===== config.mk =====
export PLATFORM = sky130hd
export DESIGN_NAME = duty_meter
export DESIGN_NICKNAME = d
export VERILOG_FILES = /design/src/rtl/duty_pkg.sv /design/src/rtl/bin2bcd8.sv /design/src/rtl/duty_meter.sv
export SDC_FILE = /design/constraint.sdc
export NUM_CORES = 1
export LEC_CHECK = 0
export CORE_MARGIN = 10
export CORE_UTILIZATION = 40
export DETAILED_ROUTE_END_ITERATION = 8
export MAX_ROUTING_LAYER = met4
export PLACE_DENSITY_LB_ADDON = 0.3
export SYNTH_ARGS = -nofsm -noshare
export SYNTH_HDL_FRONTEND = slang
export SYNTH_HIERARCHICAL = 1
export SYNTH_SLANG_ARGS = --single-unit

===== constraint.sdc =====
create_clock -name clk -period 5.7 [get_ports clk]
set_clock_uncertainty 0.2 [all_clocks]
set_input_delay 0.57 -clock clk [delete_from_list [all_inputs] [get_ports clk]]
set_output_delay 0.57 -clock clk [all_outputs]
set_load 0.05 [all_outputs]

===== src/rtl/duty_pkg.sv =====
// Shared types and constants for the duty-cycle meter and its display helpers.
package duty_pkg;

  localparam int unsigned FRAME_LEN_DEF = 100;
  localparam int unsigned DUTY_W        = 7;
  localparam int unsigned BCD_W         = 8;

  localparam logic [DUTY_W-1:0] DUTY_MAX = DUTY_W'(100);

  typedef enum logic {
    HUNT,
    RUN
  } state_e;

  typedef enum logic [1:0] {
    IDLE,
    ACTIVE,
    CORRUPT
  } slot_e;

  // A slot is active when the encoder bumped the symbol by one (mod 4).
  function automatic slot_e classify(input logic [1:0] a_q, input logic [1:0] b);
    if (b == a_q) begin
      return IDLE;
    end else if (b == 2'(a_q + 2'd1)) begin
      return ACTIVE;
    end else begin
      return CORRUPT;
    end
  endfunction

endpackage


===== src/rtl/bin2bcd8.sv =====
// Combinational 7-bit binary to two-digit BCD; values >= 100 saturate to 8'h99 with ovf_c.
module bin2bcd8
  import duty_pkg::*;
(
  input  logic [DUTY_W-1:0] bin,
  output logic [BCD_W-1:0]  bcd_c,
  output logic              ovf_c
);

  always_comb begin
    bcd_c = '0;
    ovf_c = 1'b0;
    if (bin >= DUTY_MAX) begin
      bcd_c = 8'h99;
      ovf_c = 1'b1;
    end else begin
      bcd_c = {4'(bin / DUTY_W'(10)), 4'(bin % DUTY_W'(10))};
    end
  end

endmodule


===== src/rtl/duty_meter.sv =====
// Recovers the per-frame active-slot count of the duty encoder from its (a, b) symbol pair.
// Optional frame-shape check enabled by defining DUTY_METER_SHAPE_CHECK_EN.
module duty_meter
  import duty_pkg::*;
#(
  parameter int unsigned FRAME_LEN = FRAME_LEN_DEF
) (
  input  logic              clk,
  input  logic              rst_n,
  input  logic [1:0]        a,
  input  logic [1:0]        b,
  input  logic              sof,
  output logic [DUTY_W-1:0] duty,
  output logic [BCD_W-1:0]  duty_bcd,
  output logic              ovf,
  output logic              valid,
  output logic              locked,
  output logic              sync_err,
  output logic              sym_err,
  output logic              shape_err
);

  localparam int unsigned    SLOT_W    = $clog2(FRAME_LEN);
  localparam logic [SLOT_W-1:0] LAST_SLOT = SLOT_W'(FRAME_LEN - 1);

  state_e             state_q, state_d;
  logic [1:0]         a_q;
  logic [SLOT_W-1:0]  slot_q, slot_d, cur_slot;
  logic [DUTY_W-1:0]  acc_q, acc_d, acc_base, acc_sum;
  logic [DUTY_W-1:0]  duty_d;
  logic [BCD_W-1:0]   bcd_d, bcd_c;
  logic               ovf_d, ovf_c;
  logic               valid_d, sync_err_d;
  slot_e              cls;
  logic               is_active, restart, in_frame, last_slot;

  // b lags a by one cycle at the encoder, so compare against the registered a.
  assign cls       = classify(a_q, b);
  assign is_active = (cls == ACTIVE);

  // A sof in HUNT or at a misaligned slot makes this cycle slot 0 of a fresh frame.
  assign restart   = sof && ((state_q == HUNT) || (slot_q != '0));
  assign in_frame  = (state_q == RUN) || sof;
  assign cur_slot  = restart ? '0 : slot_q;
  assign last_slot = (cur_slot == LAST_SLOT);
  assign acc_base  = restart ? '0 : acc_q;
  assign acc_sum   = (acc_base >= DUTY_MAX) ? DUTY_MAX : acc_base + DUTY_W'(is_active);

  bin2bcd8 u_bcd (
    .bin   (acc_sum),
    .bcd_c (bcd_c),
    .ovf_c (ovf_c)
  );

  // Next-state and next-output logic.
  always_comb begin
    state_d    = state_q;
    slot_d     = slot_q;
    acc_d      = acc_q;
    duty_d     = duty;
    bcd_d      = duty_bcd;
    ovf_d      = ovf;
    valid_d    = 1'b0;
    sync_err_d = (state_q == RUN) && sof && (slot_q != '0);
    if (in_frame) begin
      state_d = RUN;
      if (last_slot) begin
        slot_d  = '0;
        acc_d   = '0;
        duty_d  = acc_sum;
        bcd_d   = bcd_c;
        ovf_d   = ovf_c;
        valid_d = 1'b1;
      end else begin
        slot_d = cur_slot + SLOT_W'(1);
        acc_d  = acc_sum;
      end
    end
  end

  always_ff @(posedge clk or negedge rst_n) begin
    if (!rst_n) begin
      state_q  <= HUNT;
      a_q      <= '0;
      slot_q   <= '0;
      acc_q    <= '0;
      duty     <= '0;
      duty_bcd <= '0;
      ovf      <= 1'b0;
      valid    <= 1'b0;
      locked   <= 1'b0;
      sync_err <= 1'b0;
      sym_err  <= 1'b0;
    end else begin
      state_q  <= state_d;
      a_q      <= a;
      slot_q   <= slot_d;
      acc_q    <= acc_d;
      duty     <= duty_d;
      duty_bcd <= bcd_d;
      ovf      <= ovf_d;
      valid    <= valid_d;
      locked   <= (state_d == RUN);
      sync_err <= sync_err_d;
      sym_err  <= (cls == CORRUPT);
    end
  end

`ifdef DUTY_METER_SHAPE_CHECK_EN
  logic idle_q, idle_d, shape_q, shape_d, shape_err_d;
  logic idle_base, shape_now;

  // Encoder frames are all-active then all-idle; an active slot after any idle one breaks that.
  assign idle_base = restart ? 1'b0 : idle_q;
  assign shape_now = (restart ? 1'b0 : shape_q) | (is_active & idle_base);

  always_comb begin
    idle_d      = idle_q;
    shape_d     = shape_q;
    shape_err_d = 1'b0;
    if (in_frame) begin
      if (last_slot) begin
        idle_d      = 1'b0;
        shape_d     = 1'b0;
        shape_err_d = shape_now;
      end else begin
        idle_d  = idle_base | ~is_active;
        shape_d = shape_now;
      end
    end
  end

  always_ff @(posedge clk or negedge rst_n) begin
    if (!rst_n) begin
      idle_q    <= 1'b0;
      shape_q   <= 1'b0;
      shape_err <= 1'b0;
    end else begin
      idle_q    <= idle_d;
      shape_q   <= shape_d;
      shape_err <= shape_err_d;
    end
  end
`else
  assign shape_err = 1'b0;
`endif

endmodule


# [Word-level counts from Yosys, hierarchy flattened]
# Cells that the tools add are included.
[word_totals] out_inout_bits=21 in_bits=7 register_bits=36 word_cells=41
[classes] bitwise=1 n_mux=11 add_sub_neg=3 n_div=2 n_eq_ne=5 n_reduce_logical=7 magnitude_cmp=2
[op_table] cell="2-to-1 mux 7 bit" count=5
[op_table] cell=">= comparator 7 bit (second input constant)" count=2
[op_table] cell="2-to-1 mux 8 bit" count=1
[op_table] cell="adder 7 x 1 -> 7 bit" count=1
[op_table] cell="adder 7 x 1 -> 7 bit (second input constant)" count=1
[op_table] cell="divider 7 x 4 -> 7 bit (second input constant)" count=1
[op_table] cell="equality test 7 bit (second input constant)" count=1
[op_table] cell="modulo 7 x 4 -> 7 bit (second input constant)" count=1
[op_table] cell="nonzero test 7 bit" count=1
[op_table] cell="equality test 2 bit" count=2
[op_table] cell="2-to-1 mux 2 bit" count=2
[op_table] cell="logical AND 1 bit" count=3
[op_table] cell="2-to-1 mux 1 bit" count=3
[op_table] cell="adder 2 x 1 -> 2 bit (second input constant)" count=1
[op_table] cell="equality test 2 x 1 -> 1 bit (second input constant)" count=1
[op_table] cell="equality test 2 bit (second input constant)" count=1
[op_table] cell="logical OR 1 bit" count=2
[op_table] cell="AND reduction 2 bit" count=1
[op_table] cell="inverter 1 bit" count=1

# [Longest topological paths before layout]
# Gate-level depths: netlist (run 1).
[depth] depth_word=9 ltp_mapped=23 depth_no_buf=20

# [Cells and area by module]
# The synthesis (run 1) kept the hierarchy.
[modules_own_cells] module="duty_meter" n_inst=1 seq_area_each_um2=900.9 area_per_inst_um2=1864.3 cells_each=166
[modules_own_cells] module="bin2bcd8" n_inst=1 seq_area_each_um2=0.0 area_per_inst_um2=655.6 cells_each=99

# [Least setup slack after synthesis (run 1)]
# OpenSTA, ideal clock, no wires.
[synth_timing] path_kind="reg-to-reg" startpoint="register slot_q[5]" endpoint="register duty_bcd[4]" n_path_buf=2 setup_ns=0.127 period_less_slack_ns=5.050 stages_incl_launch_ff=21 slack_ns=0.650 arrival_ns=4.723 t_required_ns=5.373 path_cell_list="dfrtp_1 or4_4 o31ai_4 and2_1 ha_1 and4_1 a21oi_1 a311oi_1 buf_2 inv_1 o21ai_1 a31oi_4 nor2_1 ha_1 buf_2 a21boi_0 o22ai_1 a221oi_2 nand2_1 a211o_1 mux2_1"
[synth_between] elab_chain_cells=8 word_cells_on_any_way=13 classes_between="1 x add/sub; 1 x div; 2 x order compare; 1 x eq/ne; 4 x mux; 4 x reduce/logical"
[synth_rtl] item="start: declaration" line="duty_meter.sv:28" rtl="logic [SLOT_W-1:0] slot_q, slot_d, cur_slot;"
[synth_rtl] item="start signal: assignment" line="duty_meter.sv:97" rtl="slot_q <= slot_d;"
[synth_rtl] item="nonzero test 7 bit (*)" line="duty_meter.sv:42" rtl="assign restart = sof && ((state_q == HUNT) || (slot_q != '0));"
[synth_rtl] item="logical OR 1 bit (*)" line="duty_meter.sv:42"
[synth_rtl] item="logical AND 1 bit (*)" line="duty_meter.sv:42"
[synth_rtl] item="2-to-1 mux 7 bit (*)" line="duty_meter.sv:46" rtl="assign acc_base = restart ? '0 : acc_q;"
[synth_rtl] item="adder 7 x 1 -> 7 bit or >= comparator 7 bit (tied branches)" line="duty_meter.sv:47" rtl="assign acc_sum = (acc_base >= DUTY_MAX) ? DUTY_MAX : acc_base + DUTY_W'(is_active);"
[synth_rtl] item="2-to-1 mux 7 bit (*)" line="duty_meter.sv:47"
[synth_rtl] item="net acc_sum[5]" line="duty_meter.sv:29" rtl="logic [DUTY_W-1:0] acc_q, acc_d, acc_base, acc_sum;"
[synth_rtl] item="divider 7 x 4 -> 7 bit or >= comparator 7 bit (tied branches)" line="bin2bcd8.sv:17, bin2bcd8.sv:13"
[synth_rtl] item="2-to-1 mux 8 bit (*)" line="bin2bcd8.sv:13" rtl="if (bin >= DUTY_MAX) begin"
[synth_rtl] item="net bcd_c[4]" line="duty_meter.sv:31" rtl="logic [BCD_W-1:0] bcd_d, bcd_c;"
[synth_rtl] item="end signal: assignment" line="duty_meter.sv:88" rtl="duty_bcd <= '0;"
[synth_rtl] item="end signal: assignment" line="duty_meter.sv:100" rtl="duty_bcd <= bcd_d;"
[synth_rtl] item="end: declaration" line="duty_meter.sv:14" rtl="output logic [BCD_W-1:0] duty_bcd,"
# Mark *: on every way through the listed nets, which the timed path passes. The rest lies on a longest branch.
# A chain may end at the register's enable or synchronous reset.

# [Final worst setup path (run 1)]
# Ends and elaborated chain as after synthesis.

==> results of run 1 <==
## worst reg2reg max path, cell delays in order (launching register included)
cell,delay [ps]
dfrtp_1,450
or4_4,560
o31ai_4,390
and2_1,190
ha_1,190
ha_1,270
nand2_1,80
nor3_1,250
nor2_1,260
and2_1,280
o21ai_1,250
a31oi_4,120
nor2_1,100
ha_1,170
a21boi_0,180
o22ai_1,140
a221oi_2,310
nand2_1,130
a211o_1,280
mux2_1,280
## sequential cells by signal, summed over array words and instances, names as in the netlist
| register | cells |
|---|---|
| valid | 1 |
| acc_q | 7 |
| duty_bcd | 8 |
| sync_err | 1 |
| duty | 7 |
| slot_q | 7 |
| sym_err | 1 |
| a_q | 2 |
| ovf | 1 |
| state_q | 1 |
## worst max path at each step
| stage | startpoint | end | slack (ps) | cells after the start |
|---|---|---|---|---|
| after CTS | slot_q[5] | duty_bcd[4] | 490 | 19 |
| final | slot_q[5] | duty_bcd[4] | 500 | 19 |
| after floorplan | slot_q[5] | duty_bcd[4] | 650 | 20 |
| after global routing | slot_q[5] | duty_bcd[4] | 20 | 19 |
| after global placement | sof | duty_bcd[4] | 530 | 19 |
| after detailed placement | sof | duty_bcd[4] | 420 | 19 |
## logic make-up (layout without fill, tap and decap cells)
logic type,count (synthesis),count (layout),share of synthesized area
muxes,19,19,0.0844
DFF,36,36,0.357
and+or+nand+nor,98,98,0.222
buffers and inverters,25,52,0.0506
xor gates and xnor gates,7,7,0.0243
adders and majority gates,4,4,0.0199
AOI/OAI and AO/OA,75,75,0.239
other,1,1,0.00149
## where the power goes
group | switching, mW | total (mW) | internal, mW
Combinational | 0.0570 | 0.0968 | 0.0398
Sequential | 0.00889 | 0.274 | 0.265
Clock | 0.0951 | 0.192 | 0.0965
Total | 0.161 | 0.562 | 0.401
## area by class of cell
| type | count | area, um^2 | area share |
|---|---|---|---|
| clock buffers | 6 | 82.6 | 0.0281 |
| clock inverters | 2 | 10.0 | 0.00341 |
| inverters | 9 | 33.8 | 0.0115 |
| multi-input cells | 204 | 1490 | 0.508 |
| flip-flops and latches | 36 | 901 | 0.307 |
| well taps | 75 | 93.8 | 0.0320 |
| repair buffers | 35 | 323 | 0.110 |
## layout by cell type, fill, tap and decap left out, drive strengths merged, types with 7 or more instances in the layout
cell / netlist / routed
inv: 9 / 9
clkdlybuf4s50: 0 / 25
nor2b: 7 / 7
nor2: 20 / 20
buf: 12 / 10
nand3: 10 / 10
o21ai: 15 / 15
mux2: 18 / 18
nand2: 19 / 19
a21oi: 10 / 10
nor3: 7 / 7
dfrtp: 36 / 36
## through the flow
step | hold WS (ps) | power [mW] | util
after floorplan | 74.4 | 0.347 | -
after global placement | 266 | 0.374 | 0.472
after detailed placement | 277 | 0.375 | 0.472
after CTS | 203 | 0.573 | 0.487
after global routing | 238 | 0.593 | 0.487
final | 167 | 0.562 | 0.487
## cells in the mapped netlist (all sizes together), types with 2 or more instances
master  instances
xor2            4
a31oi           3
mux2           18
nand3          10
and4            2
dfrtp          36
o211ai          6
and2            5
a221o           2
nand3b          2
ha              4
nor3b           3
a22oi           2
buf            12
inv             9
a22o            4
nor2           20
o21ai          15
xnor2           3
or2             6
nor2b           7
a21o            3
nand4           3
o311a           2
nor3            7
a21oi          10
a211oi          4
nand2b          5
and3            2
o31ai           6
nor4            2
nand2          19
a21boi          5
clkbuf          4
## per-layer routing
layer / global-route usage / up-vias / share of wire
met5: - / - / 0
met2: 0.168 / 47 / 0.44
met3: 0.0339 / 6 / 0.051
met4: 0.0364 / 0 / 0.011
li1: - / 1028 / -
met1: 0.164 / 988 / 0.49
==> results.json, run 1 <==
{
  "clock_latency_ps": 290,
  "period_needed_ps": 5200,
  "reg2regPathDepth": 19,
  "root_buffer": "clkbuf_8",
  "die_y_um": 99.4,
  "tightest_slew_ps": 919,
  "cts_htree_levels": 2,
  "num_antenna_cells": 0,
  "wl_per_cell_um": 15.8,
  "route.detailed.drc": 0,
  "portBuffers": 26,
  "die_w_um": 99.4,
  "die_area_mm2": 0.00987,
  "drive_above_1_share": 0.185,
  "regToRegSetupSlack_ps": 500,
  "fin_cells": 367,
  "drt_iter0_drc": 164,
  "slew_headroom": 0.385,
  "grt.total_usage": 0.121,
  "status": "complete, no violations",
  "post_cts_buffers": 0,
  "hold_viol": 0,
  "maxCapViolCount": 0,
  "synth.cell_area_mm2": 0.00252,
  "placementRows": 28,
  "leakagePower_nw": 1.29,
  "cp_top_family": "simple AND/OR/NAND/NOR gates",
  "dp_hpwl_um": 4100,
  "drt-vias-per-instance": 5.64,
  "io_pins": 28,
  "hold_class": "in -> async",
  "crit_path_frequent_cell": "ha_1",
  "start_util": 0.418,
  "grt_overflow": 0,
  "yosysWarningCount": 6,
  "postLayoutSetupSlackWorst_ps": 502,
  "setup_tns_ps": 0,
  "ys_seq_area_frac": 0.357,
  "netlist_instances": 265,
  "dp.cells": 359,
  "synth_top_area_frac": 0.357,
  "end_kind": "register",
  "powerDensity_mw_per_mm2": 191,
  "grt_pass1_wl_um": 9830,
  "cts_tree": "yes",
  "place_congestion": 0.920,
  "path_buf_inv": 0,
  "areaGrowthSynthToFinish_pct": 16.5,
  "fin_crit_sh": 0.912,
  "ir_drop_mv": 0.0855,
  "antenna_found_initial": 0,
  "avgSynthCellArea_um2": 9.51,
  "clock_sinks": 36,
  "first_global_vias": 1985,
  "dp_slack_ps": 421,
  "postCtsResizedCells": 0,
  "yosys.area.top_type": "dfrtp_1",
  "cts_hold_buf": 0,
  "core-area_mm2": 0.00603,
  "r2r_end": "duty_bcd[4]",
  "synth_area_leaders": "dfrtp_1 36%, mux2_2 4.5%, mux2_1 3.6%, nand2_1 2.8%, nor2_1 2.8%",
  "fmax_mhz": 192,
  "synth_flop_cell": "dfrtp_1",
  "critPathRequiredTime_ps": 5670,
  "syn_nets": 276,
  "fin_nets": 302,
  "ant_nets": 0,
  "slowest_delay_ps": 560,
  "ctsLongestPathBuffers": 2,
  "place_area_mm2": 0.00284,
  "crit_arrival_ps": 5170,
  "ys_types": 75,
  "grt_setup_unrepaired": "no",
  "worst_setup_hold_path_clk_slew_ps": 80,
  "start_kind": "register",
  "slowest_stage": "or4_4",
  "synth_seq_cells": 36,
  "critPathKind": "reg -> reg",
  "drv_slew": 0,
  "vias": 2069,
  "totalWireLength_um": 5790,
  "fill_cells": 575,
  "cp_max_fo": 13,
  "setup_viol": 0,
  "final_area_mm2": 0.00294,
  "async_reset_ff_frac": 1.00,
  "numCtsBuffers": 5,
  "grt_max_degree": 37,
  "dr.pass1.iters": 4,
  "synth-edff-count": 0,
  "path_cells": "or4_4 > o31ai_4 > and2_1 > ha_1 > ha_1 > nand2_1 > nor3_1 > nor2_1 > and2_1 > o21ai_1 > a31oi_4 > nor2_1 > ha_1 > a21boi_0 > o22ai_1 > a221oi_2 > nand2_1 > a211o_1 > mux2_1",
  "regToRegStartpoint": "slot_q[5]"
}
Note: power is estimated with default switching activity, not from simulation.
==> run 2: changes to the inputs <==
--- a/config.mk
+++ b/config.mk
@@ -5,7 +5,7 @@
 export SDC_FILE = /design/constraint.sdc
 export NUM_CORES = 1
 export LEC_CHECK = 0
-export CORE_MARGIN = 10
+export CORE_MARGIN = 1.5
 export CORE_UTILIZATION = 40
 export DETAILED_ROUTE_END_ITERATION = 8
 export MAX_ROUTING_LAYER = met4
==> run 2 against run 1 <==
- register-to-register slack lost 140 ps
- final area did not move
- die area fell by 31%
- critical path depth down 1
- cell count is 0.27% lower
- combinational power is 2.3% higher
- setup slack got worse by 140 ps
- clock-buffer cell count grew 1
- hold slack better by 16 ps
- first-iteration DRC count is 21% lower
==> results.json, run 2 (synthesis gave the netlist of run 1 again) <==
{
  "status": "complete, no violations",
  "start_kind": "register",
  "dp_hpwl_um": 4020,
  "setup_tns_ps": 0,
  "first_global_vias": 1896,
  "num_antenna_cells": 0,
  "fin_nets": 301,
  "numCtsBuffers": 5,
  "hold_viol": 0,
  "vias": 2100,
  "fmax_mhz": 187,
  "place_area_mm2": 0.00284,
  "drt-vias-per-instance": 5.74,
  "final_util": 0.490,
  "crit_arrival_ps": 5300,
  "setup_viol": 0,
  "root_buffer": "clkbuf_8",
  "grt_setup_unrepaired": "no",
  "largest_reg_flops": 8,
  "leakagePower_nw": 1.28,
  "maxCapViolCount": 0,
  "ant_nets": 0,
  "antenna_found_initial": 0,
  "start_util": 0.421,
  "die_y_um": 82.4,
  "totalWireLength_um": 5650,
  "post_cts_buffers": 0,
  "critPathRequiredTime_ps": 5670,
  "io_pins": 28,
  "final_area_mm2": 0.00294,
  "drt_iter0_drc": 129,
  "core-area_mm2": 0.00599,
  "grt_pass1_wl_um": 9110,
  "drive_above_1_share": 0.182,
  "end_kind": "register",
  "grt_overflow": 0,
  "final_cell_mix": "36 x dfrtp_1, 25 x clkdlybuf4s50_1, 19 x nand2_1, 19 x nor2_1",
  "placementRows": 28,
  "fill_cells": 554,
  "clock_latency_ps": 290,
  "hold_class": "in -> async",
  "die_w_um": 82.4,
  "grt.total_usage": 0.179,
  "wl_per_cell_um": 15.4,
  "period_needed_ps": 5330,
  "dr.pass1.iters": 4,
  "cts_hold_buf": 0,
  "final_common_cell": "dfrtp_1",
  "cts_htree_levels": 2,
  "top_register": "duty_bcd",
  "critPathKind": "reg -> reg",
  "cp_max_fo": 17,
  "cts_tree": "yes",
  "tightest_slew_ps": 1010,
  "drv_slew": 0,
  "areaGrowthSynthToFinish_pct": 16.5,
  "powerDensity_mw_per_mm2": 192,
  "clock_sinks": 36,
  "die_area_mm2": 0.00678,
  "fin_crit_sh": 0.936,
  "ctsLongestPathBuffers": 2,
  "route.detailed.drc": 0,
  "ir_drop_mv": 0.100,
  "place_congestion": 0.943,
  "worst_setup_hold_path_clk_slew_ps": 80,
  "portBuffers": 26,
  "grt_max_degree": 37,
  "postCtsResizedCells": 0,
  "slew_headroom": 0.326
}
==> run 2: changes by cell type in the layout (fill, tap and decap cells not counted) <==
| cell | change |
|---|---|
| a311oi_1 | -1 |
| a311oi_2 | +1 |
| buf_4 | -1 |
| clkbuf_1 | +1 |
| clkinv_2 | -2 |
| clkinvlp_4 | +1 |
==> run 2: report_power, final <==
part	total (mW)	internal (mW)	switching, mW
combinational	0.0990	0.0406	0.0583
clock	0.191	0.0983	0.0931
sequential	0.274	0.265	0.00899
total	0.564	0.404	0.160
==> run 2: layer usage <==
layer  up-vias  share of wire  wire (um)  GRT usage
li1       1030              -          -          -
met1      1020           0.51       2870      0.237
met2        48           0.45       2570      0.283
met3         2          0.034        191     0.0330
met4         0         0.0039         22     0.0458
met5         -              0          0          -
==> run 2: stage by stage <==
stage,power (mW),cells,worst slack (ps),hold WS [ps]
after floorplan,0.347,265,650,74.4
after global placement,0.377,358,527,268
after CTS,0.573,366,435,204
final,0.564,366,366,183
after detailed placement,0.378,358,391,281
after global routing,0.595,366,107,245
==> run 2: path summary, 6_finish.rpt <==
| kind | to | slack (ps) | depth (start not counted) | start |
|---|---|---|---|---|
| setup / recovery | duty_bcd[4] | 370 | 18 | slot_q[5] |
| hold / removal | duty_bcd[5] | 180 | 1 | rst_n |
| setup reg to reg | duty_bcd[4] | 370 | 18 | slot_q[5] |
| hold reg to reg | duty[5] | 290 | 1 | duty[5] |
| max in group asynchronous | acc_q[4] | 4570 | 1 | rst_n |
| min in group clk | duty[5] | 290 | 1 | duty[5] |
==> run 2: area by class of cell <==
cell class / instances / area, um^2 / share of cell area
multi-input cells: 204 / 1500 / 0.510
flip-flops and latches: 36 / 901 / 0.307
repair buffers: 34 / 315 / 0.107
well taps: 75 / 93.8 / 0.0320
clock buffers: 7 / 86.3 / 0.0294
inverters: 9 / 33.8 / 0.0115
clock inverters: 1 / 7.51 / 0.00256
==> run 2: critical path, stage by stage, from the launching register on <==
cell	delay, ps
dfrtp_1	460
or4_4	560
o31ai_4	380
and2_1	180
ha_1	180
ha_1	250
a21oi_2	70
nor2_1	790
nor3b_1	110
o21ai_1	240
a31oi_4	120
nor2_1	130
ha_1	180
a21boi_0	190
o22ai_1	160
a221oi_2	340
nand2_1	120
a211o_1	270
mux2_1	280
==> variant: new RTL, config.mk and constraints of run 1 <==
Change the package constant `FRAME_LEN_DEF` from 100 to 50.
--- a/src/rtl/duty_pkg.sv
+++ b/src/rtl/duty_pkg.sv
@@ -1,7 +1,7 @@
 // Shared types and constants for the duty-cycle meter and its display helpers.
 package duty_pkg;
 
-  localparam int unsigned FRAME_LEN_DEF = 100;
+  localparam int unsigned FRAME_LEN_DEF = 50;
   localparam int unsigned DUTY_W        = 7;
   localparam int unsigned BCD_W         = 8;
 
Behaviour: same outputs for any inputs over 10 cycles, from zero or initial values and one cycle with rst_n low; that may be too few to reach the edited logic, so the function may still have changed.
==> variant against run 1 <==
  * Sequential cell count shrank 1
  * Worst setup slack got worse by 78 ps
  * Total power fell by 3.1%
  * Die area shrank 5.9%
  * Design area down 6.1%
  * Clock power grew 3%
  * Global-route usage is 0.28 points higher
  * Area after synthesis down 7.3%
  * Cell count rose by 3.0%
  * Sequential power shrank 4%
  * Wire length shrank 8.2%
  * Sequential share of layout area grew 1.1 points
  * Highest routed layer unchanged
==> variant: results (changes against run 1) <==
| Metric | Value |
|---|---|
| CP peak stage delay | 590 ps (+30 ps) |
| Layout cells sized above 1 | 10.8% (-7.7 points) |
| Routability Congestion | 0.923 (+0.40%) |
| Initial Util | 41.9% (+0.067 points) |
| Hold Path Class | register to register |
| Metal3 WL | 251 µm (-15%) |
| Reg2reg setup slack | 420 ps (-80 ps) |
| Initial DRC count | 186 (+13%) |
| Post-synthesis sequential area ratio | 37.5% (+1.8 points) |
| Fillers | 538 (-6.4%) |
| Worst VDD drop | 0.000103 V (+20%) |
| First-pass GRT wire length | 9050 µm (-8.0%) |
| Worst slack at placement | 474 ps (+53.1 ps) |
| Total GRT Usage | 12.4% (+0.28 points) |
| Synth cell types | 58 (-23%) |
| HPWL after DPL | 3890 µm (-5.1%) |
| RR Startpoint | slot_q[4]$_DFFE_PN0P_ |
| Vias in the first global route | 1878 (-5.4%) |
| Status | finished, final reports clean |
| Leak | 1.23 nW (-4.4%) |
| M1 wire length | 2780 µm (-2.6%) |
| Synth cell count leaders | nand2_1, dfrtp_1, nor2_1, o21ai_0 |
| Worst slew pin tran | 755 ps (-165 ps) |
| Area contributors post-synth | dfrtp_1, nand2_1, o21ai_0, nor2_1, ha_1 |
| Largest net degree at the start of global routing | 36 (-2.7%) |
| Peak fanout along the critical path | 16 (+3) |
| Critical Path AT | 5250 ps (+80 ps) |
| Met2 routed WL | 2220 µm (-14%) |
| Post-CTS setup buffers | 0 (unchanged) |
## variant: changes by cell type in the layout (fill, tap and decap cells not counted), sizes merged, moves of 4 or more
| cell | change |
|---|---|
| mux2 | -15 |
| nand2 | +31 |
| nor3 | -5 |
| o211ai | -4 |
| o21ai | +12 |
## variant: per-stage QoR
step	hold WS (ps)	std cells	area, µm²
after floorplan	74.4	281	2330
after global routing	289	378	2760
after CTS	273	378	2760
after detailed placement	256	370	2660
final	266	378	2760
after global placement	249	370	2660
## variant: cells by family (layout without fill, tap and decap cells)
kind of cell	after synthesis	count (layout)	synth area share (%)
AOI/OAI and AO/OA	76	76	23.2
xor gates and xnor gates	8	8	3.00
adders and majority gates	5	5	2.68
buffers and inverters	31	56	6.38
DFF	35	35	37.5
muxes	4	4	1.88
other	1	1	0.161
and+or+nand+nor	121	121	25.2
## variant: path summary, 6_finish.rpt
| check | cells after the start | to |
|---|---|---|
| max | 22 | duty_bcd[4]$_DFFE_PN0P_ |
| min | 2 | duty_bcd[2]$_DFFE_PN0P_ |
| max reg2reg | 22 | duty_bcd[4]$_DFFE_PN0P_ |
| min reg2reg | 2 | duty_bcd[2]$_DFFE_PN0P_ |
| max in group asynchronous | 2 | duty_bcd[3]$_DFFE_PN0P_ |
| min in group asynchronous | 2 | slot_q[4]$_DFFE_PN0P_ |
## variant: routing by layer
metal | up-vias | GRT usage, %
met1 | 951 | 17.1
li1 | 1033 | -
met3 | 6 | 2.31
met5 | - | -
met2 | 37 | 17.8
met4 | 0 | 3.75
## variant: worst reg2reg max path, delay by kind of cell, from the launching register on
kind	cells	cell delay, ps
compound gates	7	1670
flops	1	420
fa+ha+maj	3	820
simple gates	11	1810
buf+inv	1	260
## variant: layout make-up
cell class / instances / area share (%)
Clock buffer: 6 / 3.00
Clock inverter: 2 / 0.590
Multi-Input combinational cell: 215 / 47.5
Inverter: 12 / 1.63
Tap cell: 72 / 3.27
Sequential cell: 35 / 31.8
Timing Repair Buffer: 36 / 12.2
## variant: where the power goes
group / internal, mW / total, mW / switching, mW
registers: 0.257 / 0.263 / 0.00575
clock network: 0.0987 / 0.198 / 0.0996
logic: 0.0323 / 0.0835 / 0.0512
total: 0.388 / 0.545 / 0.157
